## config.mk

```make
export PLATFORM = sky130hd
export DESIGN_NAME = fisc_uart_rx
export DESIGN_NICKNAME = d
export VERILOG_FILES = /design/src/rtl/fisc_uart_rx.sv
export SDC_FILE = /design/constraint.sdc
export NUM_CORES = 1
export LEC_CHECK = 0
export ABC_AREA = 1
export CORE_ASPECT_RATIO = 1.25
export CORE_MARGIN = 2
export CORE_UTILIZATION = 50
export DETAILED_ROUTE_END_ITERATION = 12
export PLACE_DENSITY = 0.83
export RECOVER_POWER = 50
export SLEW_MARGIN = 25
export SYNTH_ARGS = -nofsm -noshare
export SYNTH_HDL_FRONTEND = slang
export SYNTH_SLANG_ARGS = --single-unit
export TNS_END_PERCENT = 100
```

## constraint.sdc

```tcl
create_clock -name i_clk -period 1.45 [get_ports i_clk]
set_input_delay 0.29 -clock i_clk [delete_from_list [all_inputs] [get_ports i_clk]]
set_output_delay 0.29 -clock i_clk [all_outputs]
set_load 0.01 [all_outputs]
```

## src/rtl/fisc_uart_rx.sv

```systemverilog
// fisc_uart_rx - serial 8N1 receiver for the FISC UART.
//
// Deserialises frames arriving on rx and holds the received byte for the CPU.
// data_out feeds the UARTval input of the data-bus mux. rx_ready and overrun
// drive the UART status inputs of the jump-logic mux.
//
// Build option: define UART_RX_FIFO_EN to replace the single holding register
// with a 4-entry FIFO. When the macro is undefined, the holding register is used.
//
// Ports
//   i_clk        in   1  clock, rising edge
//   reset        in   1  synchronous reset, active high
//   rx           in   1  asynchronous serial input, idle high
//   UARTwrite    in   1  active-low CPU read strobe, one read per low cycle
//   data_out     out  8  held byte (FIFO head in the FIFO build)
//   rx_ready     out  1  a byte is available
//   overrun      out  1  sticky, a byte was dropped because storage was full
//   framing_err  out  1  sticky, the last frame had a stop bit of 0
`timescale 1ns/1ps
module fisc_uart_rx #(
    parameter int CLKS_PER_BIT = 16
) (
    input  logic       i_clk,
    input  logic       reset,
    input  logic       rx,
    input  logic       UARTwrite,
    output logic [7:0] data_out,
    output logic       rx_ready,
    output logic       overrun,
    output logic       framing_err
);

    localparam int CNT_W = $clog2(CLKS_PER_BIT);
    localparam logic [CNT_W-1:0] HALF_CNT = CNT_W'(CLKS_PER_BIT / 2);
    localparam logic [CNT_W-1:0] FULL_CNT = CNT_W'(CLKS_PER_BIT - 1);
    localparam logic [CNT_W-1:0] CNT_ZERO = CNT_W'(0);
    localparam logic [CNT_W-1:0] CNT_ONE  = CNT_W'(1);

    typedef enum logic [1:0] {
        ST_IDLE  = 2'd0,
        ST_START = 2'd1,
        ST_DATA  = 2'd2,
        ST_STOP  = 2'd3
    } state_t;

    logic             sync1_r, sync2_r, prev_r;
    logic             vld1_r, vld2_r, armed_r;
    state_t           state_r, state_n;
    logic [CNT_W-1:0] cnt_r, cnt_n;
    logic [2:0]       bitidx_r, bitidx_n;
    logic [7:0]       shift_r, shift_n;
    logic             commit_s, stop_bad_s;
    logic             read_s;

    assign read_s = ~UARTwrite;

    // Two-flop synchroniser plus one extra flop for falling-edge detection.
    // The reset value of the sync flops is an artificial high, so start
    // detection is armed only once a real sample has shown the line high;
    // a line held low out of reset therefore never looks like a start edge.
    always_ff @(posedge i_clk) begin
        if (reset) begin
            sync1_r <= 1'b1;
            sync2_r <= 1'b1;
            prev_r  <= 1'b1;
            vld1_r  <= 1'b0;
            vld2_r  <= 1'b0;
            armed_r <= 1'b0;
        end else begin
            sync1_r <= rx;
            sync2_r <= sync1_r;
            prev_r  <= sync2_r;
            vld1_r  <= 1'b1;
            vld2_r  <= vld1_r;
            if (vld2_r && sync2_r) begin
                armed_r <= 1'b1;
            end
        end
    end

    // Receive FSM state, bit counter, bit index and shift register.
    always_ff @(posedge i_clk) begin
        if (reset) begin
            state_r  <= ST_IDLE;
            cnt_r    <= CNT_ZERO;
            bitidx_r <= 3'd0;
            shift_r  <= 8'd0;
        end else begin
            state_r  <= state_n;
            cnt_r    <= cnt_n;
            bitidx_r <= bitidx_n;
            shift_r  <= shift_n;
        end
    end

    // Next-state logic; samples are taken when the counter reaches zero.
    always_comb begin
        state_n    = state_r;
        cnt_n      = cnt_r;
        bitidx_n   = bitidx_r;
        shift_n    = shift_r;
        commit_s   = 1'b0;
        stop_bad_s = 1'b0;
        case (state_r)
            ST_IDLE: begin
                if (armed_r && prev_r && !sync2_r) begin
                    cnt_n   = HALF_CNT;
                    state_n = ST_START;
                end else begin
                    state_n = ST_IDLE;
                end
            end
            ST_START: begin
                if (cnt_r != CNT_ZERO) begin
                    cnt_n = cnt_r - CNT_ONE;
                end else if (sync2_r) begin
                    state_n = ST_IDLE;      // false start, no flag
                end else begin
                    cnt_n    = FULL_CNT;
                    bitidx_n = 3'd0;
                    state_n  = ST_DATA;
                end
            end
            ST_DATA: begin
                if (cnt_r != CNT_ZERO) begin
                    cnt_n = cnt_r - CNT_ONE;
                end else begin
                    shift_n = {sync2_r, shift_r[7:1]};   // LSB arrives first
                    cnt_n   = FULL_CNT;
                    if (bitidx_r == 3'd7) begin
                        state_n = ST_STOP;
                    end else begin
                        bitidx_n = bitidx_r + 3'd1;
                    end
                end
            end
            ST_STOP: begin
                if (cnt_r != CNT_ZERO) begin
                    cnt_n = cnt_r - CNT_ONE;
                end else begin
                    state_n = ST_IDLE;
                    if (sync2_r) begin
                        commit_s = 1'b1;
                    end else begin
                        stop_bad_s = 1'b1;
                    end
                end
            end
            default: begin
                state_n = ST_IDLE;
            end
        endcase
    end

    // Sticky framing error: set by a bad stop bit, cleared by a good frame.
    always_ff @(posedge i_clk) begin
        if (reset) begin
            framing_err <= 1'b0;
        end else if (stop_bad_s) begin
            framing_err <= 1'b1;
        end else if (commit_s) begin
            framing_err <= 1'b0;
        end
    end

`ifdef UART_RX_FIFO_EN
    logic [7:0] fifo_mem_r [4];
    logic [1:0] wr_ptr_r, rd_ptr_r, rd_ptr_n;
    logic [2:0] count_r, count_n;
    logic [7:0] head_n;
    logic       push_s, pop_s;

    // Push/pop decisions and the head value that data_out will show next.
    // A freshly pushed byte is the head when it is the only entry left.
    always_comb begin
        pop_s    = read_s && (count_r != 3'd0);
        push_s   = commit_s && ((count_r != 3'd4) || pop_s);
        count_n  = count_r + {2'b00, push_s} - {2'b00, pop_s};
        rd_ptr_n = pop_s ? (rd_ptr_r + 2'd1) : rd_ptr_r;
        if (count_n == 3'd0) begin
            head_n = 8'd0;
        end else if (push_s && (count_n == 3'd1)) begin
            head_n = shift_r;
        end else begin
            head_n = fifo_mem_r[rd_ptr_n];
        end
    end

    // FIFO storage, pointers and registered status outputs.
    always_ff @(posedge i_clk) begin
        if (reset) begin
            for (int i = 0; i < 4; i++) begin
                fifo_mem_r[i] <= 8'd0;
            end
            wr_ptr_r <= 2'd0;
            rd_ptr_r <= 2'd0;
            count_r  <= 3'd0;
            data_out <= 8'd0;
            rx_ready <= 1'b0;
            overrun  <= 1'b0;
        end else begin
            if (push_s) begin
                fifo_mem_r[wr_ptr_r] <= shift_r;
                wr_ptr_r             <= wr_ptr_r + 2'd1;
            end
            rd_ptr_r <= rd_ptr_n;
            count_r  <= count_n;
            data_out <= head_n;
            rx_ready <= (count_n != 3'd0);
            if (commit_s && !push_s) begin
                overrun <= 1'b1;
            end else if (read_s) begin
                overrun <= 1'b0;
            end
        end
    end
`else
    // Single holding register. A read on the commit cycle frees the slot,
    // so the new byte is loaded instead of being counted as an overrun.
    always_ff @(posedge i_clk) begin
        if (reset) begin
            data_out <= 8'd0;
            rx_ready <= 1'b0;
            overrun  <= 1'b0;
        end else if (commit_s && read_s) begin
            data_out <= shift_r;
            rx_ready <= 1'b1;
            overrun  <= 1'b0;
        end else if (commit_s) begin
            if (!rx_ready) begin
                data_out <= shift_r;
                rx_ready <= 1'b1;
            end else begin
                overrun <= 1'b1;
            end
        end else if (read_s) begin
            rx_ready <= 1'b0;
            overrun  <= 1'b0;
        end
    end
`endif

endmodule

```

==> qor.csv <==
stage;metric;value;unit
grt;antenna_found_initial;0;
run;maxCapViolations;0;
timing;worst_slack;54.38;ps
detailed_routing;viasPerCell;4.737;
final_layout;postLayoutCoreUtil;65.82;%
detailed_routing;vias;1279;
worst_setup_path;r2r_slack;50;ps
yosys;synthesis.nets;219;
min_path;hold_end;vld2_r$_SDFF_PP0_;
grt;grt_use_total;16.91;%
yosys;yosys_warnings;0;
timing;slew_headroom;75.70;%
yosys;yosysTopAreaCellShare;44.52;%
worst_setup_path;crit_fanout;8;
clocking;cts_setup_buffers;0;
clocking;cts_tree;built;
die;io_pins;15;
power;power;3040;uW
power;p_per_area;1583;mW/mm^2
final_layout;diodes;0;
clocking;worstSkewPairLatency;320;ps
detailed_routing;wl_per_cell;10.48;um
grt;grt_pass1_vias;1127;
min_path;hp-class;reg2reg;
worst_setup_path;slowest_stage;dfxtp_2;
timing;fin_crit_sh;96.25;%
power;leakage;0.0008787;uW
placed_design;gp_congestion;0.8594;
final_layout;fin_nets;246;
worst_setup_path;worstPathCellList;inv_2, ha_4, nand2_4, nor2_4, nand3_4, nor2_8, nand2_2, nand2_1, nor2_1;
clocking;clk_pin_slew;100;ps
die;die_y;65.83;um
die;std_cell_rows;22;
power;irDropWorstVdd;982.1;uV
detailed_routing;drtPass1Iterations;4;
detailed_routing;post-route-drc-count;0;
final_layout;stdcell_count;270;
timing;drv_slew;0;
timing;fin_hold_ws;412.7;ps
placed_design;io_buffer_count;14;
detailed_routing;wirelength;2830;um
worst_setup_path;required;1670;ps
yosys;ys_seq_area_share;44.52;%
final_layout;syn2layout_area_growth;25.61;%
grt;grt_max_degree;17;
timing;max_freq;0.7165;GHz
final_layout;final_common_cell;nand2_1;
placed_design;place_hpwl;1966;um
clocking;h-tree-depth;2;
yosys;synthTopCellsByArea;dfxtp_1 45%, nand2_1 12%, nor2_1 8.6%;
worst_setup_path;r2r-end;data_out[7]$_SDFFE_PP0P_;
worst_setup_path;worstPathArrival;1620;ps
worst_setup_path;r2r_cells;9;
final_layout;layout-drive-gt1-share;20.94;%
grt;grt_first_pass_wirelength;4464;um
clocking;cts.sinks;34;
placed_design;dp_slack;-40.37;ps
yosys;synthCells;207;
timing;layout_min_cycle_time;1396;ps
clocking;cts_buffers;5;
detailed_routing;antenna_left;0;
die;initial_core_util;52.40;%
worst_setup_path;reg2reg_from;cnt_r[1]$_SDFFE_PP0P_;
clocking;ctsHoldBuffers;0;
timing;skew;11.67;ps
yosys;synth.distinct_cells;24;
timing;worst_pin_slew;364.5;ps
timing;rsz0062_at_grt;yes;
placed_design;placed_cells;262;
run_status;status;finished clean;
min_path;worstHoldPathCells;2;
yosys;syn_area;0.001529;sq mm
final_layout;layout_common_cells;42 x nand2_1, 32 x nor2_1, 30 x dfxtp_1, 21 x inv_1, 18 x a21oi_1;
clocking;cts_buffer_depth;2;
min_path;worstHoldStart;vld1_r$_DFF_P_;
yosys;avgSynthCellArea;7.386;sq um
die;die_area;0.003519;sq mm
die;core-area;0.002918;sq mm
timing;setup_viol;0;
yosys;ys_ff_latch;34;
die;fp.dieW;53.46;um
worst_setup_path;cp-start-kind;register;
grt;grt_overflow;0;
worst_setup_path;critPathKind;reg2reg;
worst_setup_path;worst_path_largest_cell_delay;340;ps
worst_setup_path;cp-end-kind;register;
detailed_routing;drtIter0Drc;19;
yosys;yosysTopAreaCell;dfxtp_1;
clocking;cts-root-buf;clkbuf_4;
timing;finalHoldViolCount;0;
final_layout;n_fill_cell;274;
synth_stat cells:
master    count
nand2_1      48
nand2_2       1
clkbuf_1      1
nand3_1       8
nand4_1       3
buf_8         1
buf_2         1
o211a_1       1
or2_2         2
inv_2         1
ha_1          8
nor2_2        1
nor2_8        1
nor3_1        1
inv_1        26
o21ai_0      10
dfxtp_1      34
nand3_4       1
nand3b_1      1
nor2_1       35
a21oi_1      19
buf_1         1
nor2_4        1
buf_4         1
routing by layer:
layer / GRT usage [%] / vias to the layer above / part of all wire, %
met5: 0 / - / 0
met4: 5.769 / 0 / 0.88
met3: 4.751 / 4 / 2.7
met2: 29.17 / 16 / 51
met1: 19.52 / 553 / 46
li1: - / 706 / -
cell type report:
| class | instances | area, sq um | area share (%) |
|---|---|---|---|
| Clock buffer | 6 | 51.30 | 2.671 |
| Inverter | 27 | 101.3 | 5.277 |
| Multi-Input combinational cell | 142 | 794.5 | 41.37 |
| Tap cell | 36 | 45.04 | 2.345 |
| Sequential cell | 34 | 688.2 | 35.83 |
| Timing Repair Buffer | 24 | 210.2 | 10.94 |
| Clock inverter | 1 | 30.03 | 1.564 |
state kept, by name, summed over array words and instances, names as in the netlist, named ones only:
register / count
armed_r: 1
bitidx_r: 3
cnt_r: 4
data_out: 8
framing_err: 1
overrun: 1
prev_r: 1
rx_ready: 1
shift_r: 8
state_r: 1
sync1_r: 1
sync2_r: 1
vld1_r: 1
vld2_r: 1
how the worst max path moves through the flow:
stage | start | to | slack (ps) | cells past startpoint
after floorplan | cnt_r[0]$_SDFFE_PP0P_ | data_out[6]$_SDFFE_PP0P_ | 50 | 10
after global placement | state_r[0]$_SDFFE_PP0P_ | bitidx_r[0]$_SDFFE_PP0P_ | 10 | 8
after detailed placement | state_r[0]$_SDFFE_PP0P_ | bitidx_r[0]$_SDFFE_PP0P_ | -40 | 8
after CTS | cnt_r[1]$_SDFFE_PP0P_ | data_out[7]$_SDFFE_PP0P_ | 6 | 9
after global routing | cnt_r[1]$_SDFFE_PP0P_ | data_out[5]$_SDFFE_PP0P_ | -20 | 9
final | cnt_r[1]$_SDFFE_PP0P_ | data_out[7]$_SDFFE_PP0P_ | 50 | 9
cell families (layout without fill, tap and decap cells):
family	Yosys count	after routing	share of synthesized area, %
AND/OR/NAND/NOR	103	104	29.87
flip-flops	34	34	44.52
buffers and inverters	32	58	8.918
AO/OA/AOI/OAI	30	30	10.15
adder cells (fa/ha/maj)	8	8	6.547
report_power, final:
group	leakage [uW]	internal (uW)	switching [uW]
registers	0.000279	1100	113
clock network	0.0000443	402	298
logic	0.000555	439	686
repair_timing:
action | in CTS | in global routing
endpoints found under the setup margin | 12 | 18
pin swaps | 0 | 9
gates cloned | 0 | 1
gates resized for setup | 12 | 28
stage by stage:
step,TNS (ps),area (sq um)
after floorplan,0,1529
after global placement,0,1767
after detailed placement,-40.37,1767
after CTS,0,1836
after global routing,-71.29,1921
final,0,1921
critical path: cells and delay by family, from the launching register on:
kind	cells	cell delay, ps
buffers and inverters	1	70
AND/OR/NAND/NOR	7	750
adder cells (fa/ha/maj)	1	140
flip-flops	1	340
(Power assumes the default switching activity.)
